File: config.mk
export PLATFORM = sky130hd
export DESIGN_NAME = button_conditioner
export DESIGN_NICKNAME = d
export VERILOG_FILES = /design/src/rtl/button_conditioner.sv
export SDC_FILE = /design/constraint.sdc
export NUM_CORES = 1
export LEC_CHECK = 0
export CAP_MARGIN = 20
export CORE_MARGIN = 1.5
export CORE_UTILIZATION = 30
export DETAILED_ROUTE_END_ITERATION = 16
export RECOVER_POWER = 25
export SLEW_MARGIN = 40
export SYNTH_ARGS = -nofsm -noshare
export SYNTH_HDL_FRONTEND = slang
export SYNTH_SLANG_ARGS = --single-unit
File: constraint.sdc
create_clock -name clk -period 5 [get_ports clk]
set_input_delay 0.75 -clock clk [delete_from_list [all_inputs] [get_ports clk]]
set_output_delay 0.75 -clock clk [all_outputs]
set_load 0.02 [all_outputs]
File: src/rtl/button_conditioner.sv
// Push-button front end: 2-FF synchronizer, per-button debounce, rise/fall pulses.
// Optional long-press pulse when BTN_LONG_PRESS_EN is defined.
module button_conditioner #(
  parameter int unsigned N_BTN           = 5,
  parameter int unsigned DEBOUNCE_CYCLES = 500_000,
  parameter int unsigned LONG_CYCLES     = 50_000_000,
  parameter bit          ACTIVE_LOW      = 1'b0
) (
  input  logic             clk,
  input  logic             reset,
  input  logic [N_BTN-1:0] btn_raw,
  output logic [N_BTN-1:0] btn_level,
  output logic [N_BTN-1:0] rise_button,
  output logic [N_BTN-1:0] fall_button,
  output logic [N_BTN-1:0] long_button
);

  localparam int unsigned CntW = $clog2(DEBOUNCE_CYCLES);
  localparam logic [CntW-1:0] CntMax = CntW'(DEBOUNCE_CYCLES - 1);

  if (DEBOUNCE_CYCLES < 2 || LONG_CYCLES < 2) begin : gen_param_check
    $error("button_conditioner: DEBOUNCE_CYCLES and LONG_CYCLES must be >= 2");
  end

  logic [N_BTN-1:0] sync1_q, s2_q;
  logic [N_BTN-1:0] stable_q, stable_d;
  logic [N_BTN-1:0] rise_q, rise_d, fall_q, fall_d;
  logic [CntW-1:0]  cnt_q [N_BTN];
  logic [CntW-1:0]  cnt_d [N_BTN];

  always_comb begin
    stable_d = stable_q;
    rise_d   = '0;
    fall_d   = '0;
    for (int i = 0; i < int'(N_BTN); i++) begin
      cnt_d[i] = cnt_q[i];
      if (s2_q[i] == stable_q[i]) begin
        cnt_d[i] = '0;
      end else if (cnt_q[i] == CntMax) begin
        stable_d[i] = s2_q[i];
        cnt_d[i]    = '0;
        rise_d[i]   = s2_q[i];
        fall_d[i]   = ~s2_q[i];
      end else begin
        cnt_d[i] = cnt_q[i] + CntW'(1);
      end
    end
  end

  always_ff @(posedge clk or posedge reset) begin
    if (reset) begin
      sync1_q  <= '0;
      s2_q     <= '0;
      stable_q <= '0;
      rise_q   <= '0;
      fall_q   <= '0;
      for (int i = 0; i < int'(N_BTN); i++) cnt_q[i] <= '0;
    end else begin
      sync1_q  <= btn_raw ^ {N_BTN{ACTIVE_LOW}};
      s2_q     <= sync1_q;
      stable_q <= stable_d;
      rise_q   <= rise_d;
      fall_q   <= fall_d;
      for (int i = 0; i < int'(N_BTN); i++) cnt_q[i] <= cnt_d[i];
    end
  end

  assign btn_level   = stable_q;
  assign rise_button = rise_q;
  assign fall_button = fall_q;

`ifdef BTN_LONG_PRESS_EN
  localparam int unsigned HoldW = $clog2(LONG_CYCLES + 1);
  localparam logic [HoldW-1:0] HoldMax  = HoldW'(LONG_CYCLES);
  localparam logic [HoldW-1:0] HoldLast = HoldW'(LONG_CYCLES - 1);

  logic [HoldW-1:0] hold_q [N_BTN];
  logic [HoldW-1:0] hold_d [N_BTN];
  logic [N_BTN-1:0] long_q, long_d;

  // Saturating at HoldMax is what prevents a repeat until release.
  always_comb begin
    long_d = '0;
    for (int i = 0; i < int'(N_BTN); i++) begin
      hold_d[i] = hold_q[i];
      if (!stable_q[i]) begin
        hold_d[i] = '0;
      end else if (hold_q[i] != HoldMax) begin
        hold_d[i] = hold_q[i] + HoldW'(1);
        long_d[i] = (hold_q[i] == HoldLast);
      end
    end
  end

  always_ff @(posedge clk or posedge reset) begin
    if (reset) begin
      long_q <= '0;
      for (int i = 0; i < int'(N_BTN); i++) hold_q[i] <= '0;
    end else begin
      long_q <= long_d;
      for (int i = 0; i < int'(N_BTN); i++) hold_q[i] <= hold_d[i];
    end
  end

  assign long_button = long_q;
`else
  assign long_button = '0;
`endif

endmodule

## Word-level counts from Yosys, hierarchy flattened

Index checks and enable logic that the tools add are counted.
Widths: inputs -> output; s select.

| storage, ports and cells | value |
|---|---|
| bits in registers | 120 |
| bits of input ports | 7 |
| output and inout bits | 20 |

| operators by class | value |
|---|---|
| $add $sub $neg | 5 |
| equal/unequal tests | 10 |
| muxes and demuxes | 30 |
| bitwise logic cells | 10 |
| reductions and logical operators | 5 |

Operators with widths:

| operator | number |
|---|---|
| $mux 19 | 10 |
| $add 19x1->19 const B | 5 |
| $eq 19x19->1 const B | 5 |
| $mux 1 | 20 |
| $not 1->1 | 10 |
| $reduce_and 2->1 | 5 |
| $eq 1x1->1 | 5 |

## Logic depth before layout (Yosys ltp)

Gate-level depths: netlist (run 1).

| logic depth | value |
|---|---|
| depth after elaboration | 3 |
| depth in mapped cells | 7 |

## Worst setup path after synthesis (run 1)

OpenSTA, ideal clock, no wires.

| timing path | value |
|---|---|
| path kind | reg2reg |
| from | register cnt_q[57] (netlist name) |
| to | register stable_q[1] (netlist: btn_level[1]) |
| setup time | 0.125 ns |
| arrival time | 1.748 ns |
| required time | 4.875 ns |
| setup slack | 3.127 ns |
| cell stages (with the launch flop) | 5 |
| period minus slack after synthesis | 1.873 ns |
| cells stage by stage | dfrtp_1 ha_1 nand4_1 or4_4 mux2_4 |

| on the way | value |
|---|---|
| cells in the longest elaborated chain, start to end | 2 |

RTL lines:

| item | RTL line | source |
|---|---|---|
| from (decl) | 28 | `logic [CntW-1:0] cnt_q [N_BTN];` |
| $eq 19x19->1 | 39 | `end else if (cnt_q[i] == CntMax) begin` |
| $reduce_and 2->1 (no line) | n/a |  |
| to (signal assigned) | 61 | `stable_q <= stable_d;` |
| to (decl) | 26 | `logic [N_BTN-1:0] stable_q, stable_d;` |

No other way between the ends.
A chain may end at the register's enable or synchronous reset.

## Final worst setup path (run 1)

| timing path | value |
|---|---|
| from | register stable_q[0] (netlist: btn_level[0]) |
| to | output btn_level[0] |

RTL lines:

| item | RTL line | source |
|---|---|---|
| to (decl) | 12 | `output logic [N_BTN-1:0] btn_level,` |

No word-level cell between the ends.

==> run_results.csv, run 1 <==
group,metric,value,unit
outcome,status,"completed",
placement,dp.cells,790,
yosys,ys_seq_elements,120,
pwr,finalPower,2.40,mW
timing,clock.fmax,444,MHz
timing,slew_viol_final,0,
pwr,p_per_area,352,nW/um^2
route,wl_per_cell,13.6,um
worst_setup_path,cp.arrival,1.50,ns
worst_setup_path,slowest_stage,"clkdlybuf4s50_1",
cts,cts_setup_buffers,0,
finish,area_growth,19.6,%
global_routing,grtUsageTotal,12.4,%
cts,postCtsResizedCells,0,
flow_run,cap_violations,0,
finish,design_area,6830,um^2
worst_setup_path,critPathMaxStageDelay,0.65,ns
route,postRouteAntennaNets,0,
global_routing,gr-total-overflow,0,
cts,cts_buffers,17,
yosys,synthArstFlopShare,100,%
timing,relSlewSlack,53.3,%
floorplan,die_y,141,um
placement,gp_congestion,0.829,
pwr,p_leak,2.73,nW
route,drt-initial-drc-count,174,
floorplan,rows,50,
worst_setup_path,critPathKind,"reg2out",
worst_setup_path,cp-end-kind,"output pin",
yosys,syn-cell-area,5710,um^2
finish,multi_input_area,2600,um^2
cts,ctsHoldBuffers,0,
global_routing,antenna_found_initial,0,
timing,fin_skew,0.00823,ns
finish,seq_area,3000,um^2
finish,drive_gt1_share,8.33,%
placement,io_buffers,21,
worst_hold_path,hold_path.class,"reg2reg",
global_routing,grt_max_degree,89,
worst_setup_path,cp.required,4.25,ns
worst_setup_path,crit_chain,"clkdlybuf4s50_1",
yosys,synth_flop_cell,"dfrtp_1",
timing,setup_slack,2.75,ns
route,drtPass1Iterations,4,
timing,setup_violations,0,
global_routing,grt_pass1_vias,4268,
floorplan,die_w,141,um
yosys,netlist_instances,547,
cts,cts-root-buf,"clkbuf_16",
route,drt-vias-per-instance,5.01,
timing,worstMarginPinSlew,0.701,ns
finish,n_antenna_cell,0,
yosys,ys.warnings.count,0,
worst_hold_path,min_from,"sync1_q[1]",
floorplan,initial_utilization,30.5,%
worst_setup_path,timing.rr.start,"cnt_q[57]",
finish,nets,587,
timing,hold_ws,0.347,ns
cts,path_clk_slew,0.05,ns
route,finalWirelength,11200,um
placement,post-dp-hpwl,7530,um
pwr,vdd_drop_max,0.194,mV
cts,h-tree-depth,4,
finish,layout.cells.non_filler,822,
timing,finalCritPeriodShare,45.0,%
timing,finalSetupTns,0,ns
placement,post_dp_cell_area,6170,um^2
yosys,ys_types,44,
yosys,synth_top_cell_area_share,52.6,%
route,drt_drc_violations_left,0,
route,vias,4115,
timing,fin_crit,2.25,ns
floorplan,ios,27,
yosys,synthTopCellsByArea,"dfrtp_1, xnor2_1, nor2_1, xor2_1, nand4_1",
floorplan,core,18700,um^2
yosys,yosysMostFrequentCell,"dfrtp_1",
timing,hold_violations,0,
yosys,netlist.top_cell.by_area,"dfrtp_1",
yosys,syn_avg_cell_area,10.4,um^2
cts,cts.sinks,120,
cts,clk_latency,0.41,ns
worst_setup_path,crit_buf_inv,1,
worst_setup_path,cp-start-kind,"flip-flop",
global_routing,grt_pass1_wl,20200,um
worst_setup_path,critical_path_peak_fanout,6,
cts,clock_path_buffers,2,
yosys,synth_common_cells,"dfrtp_1, nor2_1, xnor2_1",
timing,rsz0062_at_grt,"false",
worst_setup_path,crit_family,"buffers and inverters",
cts,cts_tree,"done",
finish,fillers,1796,
floorplan,die_area,19900,um^2
worst_setup_path,critPathLaunch,"btn_level[0]",
yosys,synth_edf_count,0,
yosys,synth_seq_area_share,52.6,%
finish,post-route-util,36.5,%
placement,place_ws,2.70,ns
-- layout make-up --
type                       instances  share of cell area, %
clock buffer                      20                   6.69
clock inverter                    12                   2.90
inverter                           8                  0.550
multi-input combinational        404                   38.1
sequential                       120                   44.0
tap                              234                   4.29
timing repair buffer              24                   3.46
-- where the power goes --
group,internal [mW],switching [mW]
Clock,0.909,0.428
Combinational,0.0187,0.0435
Sequential,0.986,0.0150
Total,1.91,0.486
-- registers in the layout (all words and copies together), names as in the netlist --
register and cells:
s2_q 5, rise_button 5, sync1_q 5, fall_button 5
cnt_q 95, btn_level 5
-- layout by cell type (no fill, tap or decap), types with 6 or more instances in the layout --
| cell | instances |
|---|---|
| and3_1 | 14 |
| a21oi_1 | 14 |
| clkdlybuf4s50_1 | 15 |
| nor2_1 | 85 |
| inv_1 | 7 |
| xor2_1 | 27 |
| dfrtp_1 | 120 |
| dlygate4sd3_1 | 6 |
| nor3b_1 | 11 |
| nor3_1 | 13 |
| nand4_1 | 32 |
| nand3_1 | 34 |
| clkbuf_16 | 17 |
| nand2_1 | 24 |
| o21ai_0 | 6 |
| nor4_1 | 20 |
| xnor2_1 | 49 |
| and4_1 | 8 |
| or3_1 | 9 |
-- final timing paths --
| path | endpoint | slack (ns) | cells past startpoint |
|---|---|---|---|
| setup reg to reg | cnt_q[75] | 2.87 | 5 |
| hold reg to reg | s2_q[1] | 0.35 | 0 |
| setup / recovery | btn_level[0] | 2.75 | 1 |
| hold / removal | s2_q[1] | 0.35 | 0 |
| max in group asynchronous | cnt_q[89] | 3.19 | 3 |
| min in group asynchronous | sync1_q[0] | 0.93 | 2 |
-- logic make-up (layout without fill, tap and decap cells) --
logic type / after synthesis / in the layout / synth area share, %
buf+inv: 27 / 64 / 2.35
xor+xnor: 76 / 76 / 11.7
compound gates: 34 / 34 / 4.34
simple gates: 278 / 278 / 26.6
other cells: 1 / 5 / 0.0657
flops: 120 / 120 / 52.6
mux: 6 / 6 / 1.23
fa+ha+maj: 5 / 5 / 1.10
-- worst register-to-register path: cells and delay by family, from the launching register on --
| family | cells | cell delay, ns |
|---|---|---|
| AND/OR/NAND/NOR | 1 | 0.41 |
| AO/OA/AOI/OAI | 2 | 0.71 |
| buffers and inverters | 1 | 0.27 |
| flip-flops | 1 | 0.39 |
| adder cells (fa/ha/maj) | 1 | 0.22 |
-- per-layer routing --
layer	GRT usage (%)	wire length, um	vias up
li1	-	-	1997
met1	16.2	5370	2033
met2	19.9	5340	66
met3	3.16	333	19
met4	4.82	143	0
met5	0	0	-
Note: power is estimated with default switching activity, not from simulation.
==> run 2, diff against run 1 <==
- clock period: 5 -> 1.86 ns (I/O delays scaled with it)
==> run 2 against run 1 <==
Net effect: critical path depth up 3; sequential power rose to 2.7 times the previous value; worst setup slack got worse by 2.7 ns; global-route usage increased by 0.24 points; design area is 5.2% higher; clock power grew to 2.6 times the previous value; via count up 4.9%; routed wire length grew 4.7%; total power rose to 2.7 times the previous value; flip-flop and latch count is the same; largest cell class unchanged.
==> run_results.csv, run 2 (same netlist as run 1, synthesis figures left out) <==
group,metric,value,unit
cts,h-tree-depth,4,
finish,n_antenna_cell,0,
route,drt-vias-per-instance,4.96,
floorplan,die_y,141,um
worst_setup_path,cp.required,2.15,ns
timing,clock.fmax,551,MHz
timing,fin_crit,1.81,ns
global_routing,grt_max_degree,48,
pwr,finalPower,6.43,mW
route,postRouteAntennaNets,0,
pwr,p_comb_share,3.0,%
timing,hold_violations,0,
finish,layout.cells.non_filler,870,
finish,nets,635,
route,drt_drc_violations_left,0,
cts,path_clk_slew,0.05,ns
floorplan,rows,50,
worst_setup_path,critical_path_peak_fanout,4,
pwr,p_sw_share,19.6,%
finish,area_growth,25.8,%
finish,largest_reg_flops,95,
timing,worstMarginPinSlew,0.759,ns
flow_run,cap_violations,0,
outcome,status,"completed",
worst_setup_path,critPathKind,"reg2reg",
finish,regMostFlops,"cnt_q",
route,vias,4318,
floorplan,die_area,19900,um^2
global_routing,grt_pass1_wl,20600,um
pwr,p_leak,2.97,nW
timing,setup_violations,0,
route,wl_per_cell,13.5,um
finish,seq_area,3000,um^2
global_routing,grt_pass1_vias,4494,
finish,design_area,7180,um^2
global_routing,antenna_found_initial,0,
route,finalWirelength,11700,um
route,drtPass1Iterations,4,
pwr,p_int,5.16,mW
cts,clk_latency,0.41,ns
pwr,power.net_switching,1.26,mW
global_routing,grtUsageTotal,12.7,%
pwr,p_per_area,895,nW/um^2
placement,dp.cells,838,
worst_setup_path,cp.arrival,2.10,ns
placement,post_dp_cell_area,6530,um^2
placement,io_buffers,21,
pwr,seqPwrFrac,41.8,%
cts,cts_buffers,17,
timing,relSlewSlack,49.1,%
timing,finalCritPeriodShare,97.6,%
finish,fillers,1767,
worst_hold_path,hold_path.class,"reg2reg",
floorplan,core,18700,um^2
timing,fin_skew,0.0100,ns
cts,cts.sinks,120,
worst_setup_path,cp-start-kind,"flip-flop",
timing,slew_viol_final,0,
pwr,vdd_drop_max,0.505,mV
route,drt-initial-drc-count,190,
finish,multi_input_area,2610,um^2
timing,finalSetupTns,0,ns
worst_setup_path,cp-end-kind,"flip-flop",
global_routing,gr-total-overflow,0,
finish,post-route-util,38.4,%
placement,gp_congestion,0.841,
pwr,clkPwrFrac,55.1,%
placement,post-dp-hpwl,8170,um
floorplan,die_w,141,um
finish,drive_gt1_share,14.6,%
cts,clock_path_buffers,2,
cts,cts_tree,"done",
finish,final_common_cell,"dfrtp_1",
cts,cts-root-buf,"clkbuf_16",
finish,mostFrequentLayoutCells,"dfrtp_1, nor2_1, xnor2_1",
floorplan,ios,27,
floorplan,initial_utilization,30.5,%
run 2: cell count changes in the layout (fill, tap and decap cells not counted), moves of 2 or more:
cell | before | now
and2_0 | 4 | 0
clkinv_4 | 2 | 0
buf_4 | 2 | 48
o21ai_2 | 2 | 0
and2_1 | 1 | 5
o21ai_1 | 1 | 3
clkbuf_1 | 1 | 6
run 2: metrics by stage:
step	setup slack, ns	hold WS [ns]
floorplan	0.000252	0.310
global placement	0.0223	0.334
detailed placement	0.0125	0.335
CTS	0.0155	0.213
global route	-0.00967	0.363
finish	0.0453	0.345
run 2: layout make-up:
| cell class | count | share of cell area, % |
|---|---|---|
| Sequential cell | 120 | 41.8 |
| Multi-Input combinational cell | 404 | 36.4 |
| Timing Repair Buffer | 72 | 8.38 |
| Clock inverter | 8 | 2.34 |
| Clock buffer | 24 | 6.57 |
| Inverter | 8 | 0.436 |
| Tap cell | 234 | 4.08 |
run 2: worst paths after layout:
path,from,to,slack (ns),depth (start not counted)
setup / recovery,cnt_q[12],btn_level[4],0.05,4
hold / removal,sync1_q[3],s2_q[3],0.35,0
setup reg to reg,cnt_q[12],btn_level[4],0.05,4
hold reg to reg,sync1_q[3],s2_q[3],0.35,0
max in group asynchronous,reset,cnt_q[67],0.36,3
min in group asynchronous,reset,s2_q[0],0.42,2
run 2: power groups by stage:
stage	Sequential (mW)	Clock [mW]	Combinational, mW
2_1_floorplan	2.72	0	0.130
3_3_place_gp	2.73	0	0.202
3_5_place_dp	2.73	0	0.207
4_1_cts	2.69	3.63	0.209
5_1_grt	2.69	3.74	0.221
6_report	2.69	3.54	0.194
run 2: routing by layer:
| layer | part of all wire, % | wire length (um) | GRT usage (%) |
|---|---|---|---|
| met5 | 0 | 0 | 0 |
| met4 | 1.3 | 151 | 5.37 |
| met3 | 2.7 | 316 | 2.99 |
| met2 | 48 | 5680 | 20.6 |
| met1 | 48 | 5570 | 16.2 |
run 2: critical path, stage by stage (launching register included):
cell	delay [ns]
dfrtp_1	0.39
nor4_2	0.29
nand2_1	0.12
or4_4	0.58
mux2_1	0.32
run 2: timing repair:
action                                  4_1_cts  5_1_grt
endpoints found under the setup margin        0        4
hold buffers                                  0        0
buffers inserted                              0        0
resized for setup                             0        4
==> run 3, diff against run 2 <==
- ABC_CLOCK_PERIOD_IN_PS: not set -> 1860
==> results of run 3 <==
Same layout as run 2: the final DEF is identical, and so are final timing and power.
==> variant: new RTL, settings of run 1 <==
Add an input register stage for `btn_raw`; this delays it by one clock.
--- a/src/rtl/button_conditioner.sv
+++ b/src/rtl/button_conditioner.sv
@@ -18,4 +18,10 @@
   localparam int unsigned CntW = $clog2(DEBOUNCE_CYCLES);
   localparam logic [CntW-1:0] CntMax = CntW'(DEBOUNCE_CYCLES - 1);
+
+  logic [N_BTN-1:0] btn_raw_q;
+
+  always_ff @(posedge clk) begin
+    btn_raw_q <= btn_raw;
+  end
 
   if (DEBOUNCE_CYCLES < 2 || LONG_CYCLES < 2) begin : gen_param_check
@@ -57,5 +63,5 @@
       for (int i = 0; i < int'(N_BTN); i++) cnt_q[i] <= '0;
     end else begin
-      sync1_q  <= btn_raw ^ {N_BTN{ACTIVE_LOW}};
+      sync1_q  <= btn_raw_q ^ {N_BTN{ACTIVE_LOW}};
       s2_q     <= sync1_q;
       stable_q <= stable_d;
Check against the original RTL: no difference found for any inputs over 10 cycles, from zero or initial values and one cycle with reset high; that may be too few to reach the edited logic, so the function may still have changed.
==> variant against run 1 <==
  * First-iteration DRC count rose by 6.9%
  * Critical path type unchanged
  * Power down 1.9%
  * Count of clock-buffer cells in the layout grew 3
  * Wire length is 0.81% lower
  * Synthesized cell count rose by 0.91%
  * Design area increased by 1.3%
  * Clock skew about the same
  * Synthesized area rose by 1.8%
  * Critical path depth stayed put
  * Largest power group unchanged
  * Worst setup slack worse by 4.8 ps
  * Sequential cell count rose by 5
==> variant: results (changes against run 1) <==
INFO  status         status=completed
INFO  power          vdd.ir_drop.worst=0.1891mV [-2.7%]
INFO  grt            vias_in_the_first_global_route=4216 [-1.2%]
INFO  cts            cts.htree.levels=4 [unchanged]
INFO  grt            grt_max_degree=74 [-17%]
INFO  synth          synthXorXnorAreaFrac=11.46% [-0.20 points]
INFO  synth          synth_cell_types=45 [+2.3%]
INFO  placed_design  post-place-ws=2611ps [-85.50 ps]
INFO  finish         share_of_cells_above_drive_strength_1=8.432% [+0.098 points]
INFO  placed_design  place_hpwl=7366µm [-2.1%]
INFO  critical_path  critical-path-slowest-cell=clkdlybuf4s50_1
INFO  drt            detail_route.iter0.violations=186 [+6.9%]
INFO  synth          yosysSeqAreaShare=53.44% [+0.82 points]
INFO  finish         top_register=cnt_q
INFO  drt            drt_wl_total=11100µm [-0.81%]
INFO  grt            grt_pass1_wl=19660µm [-2.7%]
INFO  synth          synth_async_sr_flop_share=96.00% [-4.0 points]
INFO  finish         design.final.nets=592 [+0.85%]
INFO  synth          synth.mux.area_fraction=1.207% [-0.021 points]
INFO  synth          yosys.area_share.adder=1.077% [-0.019 points]
INFO  critical_path  critical_path_peak_fanout=6 [unchanged]
INFO  grt            grtUsageTotal=12.02% [-0.41 points]
INFO  grt            initial_antenna_violation_count=0 [unchanged]
INFO  placed_design  gpl.final_weighted_congestion=0.8004 [-3.5%]
INFO  drt            detailedRoute.firstPassIterationCount=4 [unchanged]
INFO  timing         slew_headroom=53.96% [+0.67 points]
INFO  synth          synth-compound-area-share=4.266% [-0.075 points]
INFO  synth          post_synth_main_area_contributors=dfrtp_1, xnor2_1, nor2_1
INFO  critical_path  critPathArrivalTime=1500ps [about the same]
INFO  placed_design  dpl-instance-area=6294µm² [+2.0%]
INFO  drt            post_drt_via_cell_ratio=4.858 [-3.0%]
INFO  critical_path  slowest_delay=650ps [about the same]
INFO  power          power.static_leakage=2.747nW [+0.52%]
INFO  cts            cts_inserted_buffers=17 [unchanged]
INFO  timing         clock-skew-final=7.949ps [-0.2782 ps]
[variant: layout make-up]
cell class	instances	area, µm²
Multi-Input combinational cell	404	2601
Timing Repair Buffer	24	236.5
Fill cell	1825	11910
Tap cell	260	325.3
Clock buffer	23	508.0
Inverter	8	35.03
Clock inverter	9	107.6
Sequential cell	125	3103
[variant: through the flow]
stage	hold slack [ps]	std cells	total power, mW
after floorplan	316.3	556	1.105
after global placement	319.3	819	1.120
after detailed placement	324.7	820	1.125
after CTS	332.2	852	2.382
after global routing	342.9	853	2.436
final	328.9	853	2.354
[variant: power by group]
part	leakage [nW]	internal, mW	switching (mW)	total, mW
Sequential	1.68	1.03	0.0155	1.04
Clock	0.289	0.811	0.437	1.25
Combinational	0.774	0.0186	0.0441	0.0627
[variant: kinds of logic (layout without fill, tap and decap cells)]
family          Yosys count  in the layout
mux                       6              6
fa+ha+maj                 5              5
other cells               1              5
simple gates            278            278
compound gates           34             34
flops                   125            125
xor+xnor                 76             76
buf+inv                  27             64
[variant: per-layer routing]
| layer | share of wire [%] | vias to the layer above | GRT usage [%] | wire length [µm] |
|---|---|---|---|---|
| met2 | 48 | 59 | 19.26 | 5308 |
| met4 | 1.4 | 0 | 5.697 | 153 |
| li1 | - | 2019 | - | - |
| met5 | 0 | - | 0 | 0 |
| met3 | 3.1 | 16 | 2.860 | 343 |
| met1 | 48 | 2050 | 15.35 | 5296 |
[variant: final timing paths]
kind,start,to,slack (ps),depth (start not counted)
worst min register to register,btn_raw_q[0],sync1_q[0],330,0
worst max-delay path,btn_level[0],btn_level[0],2750,1
worst max register to register,cnt_q[57],btn_level[1],2890,4
worst min-delay path,btn_raw_q[0],sync1_q[0],330,0
min in group asynchronous,reset,fall_button[0],930,2
max in group asynchronous,reset,cnt_q[70],3030,3
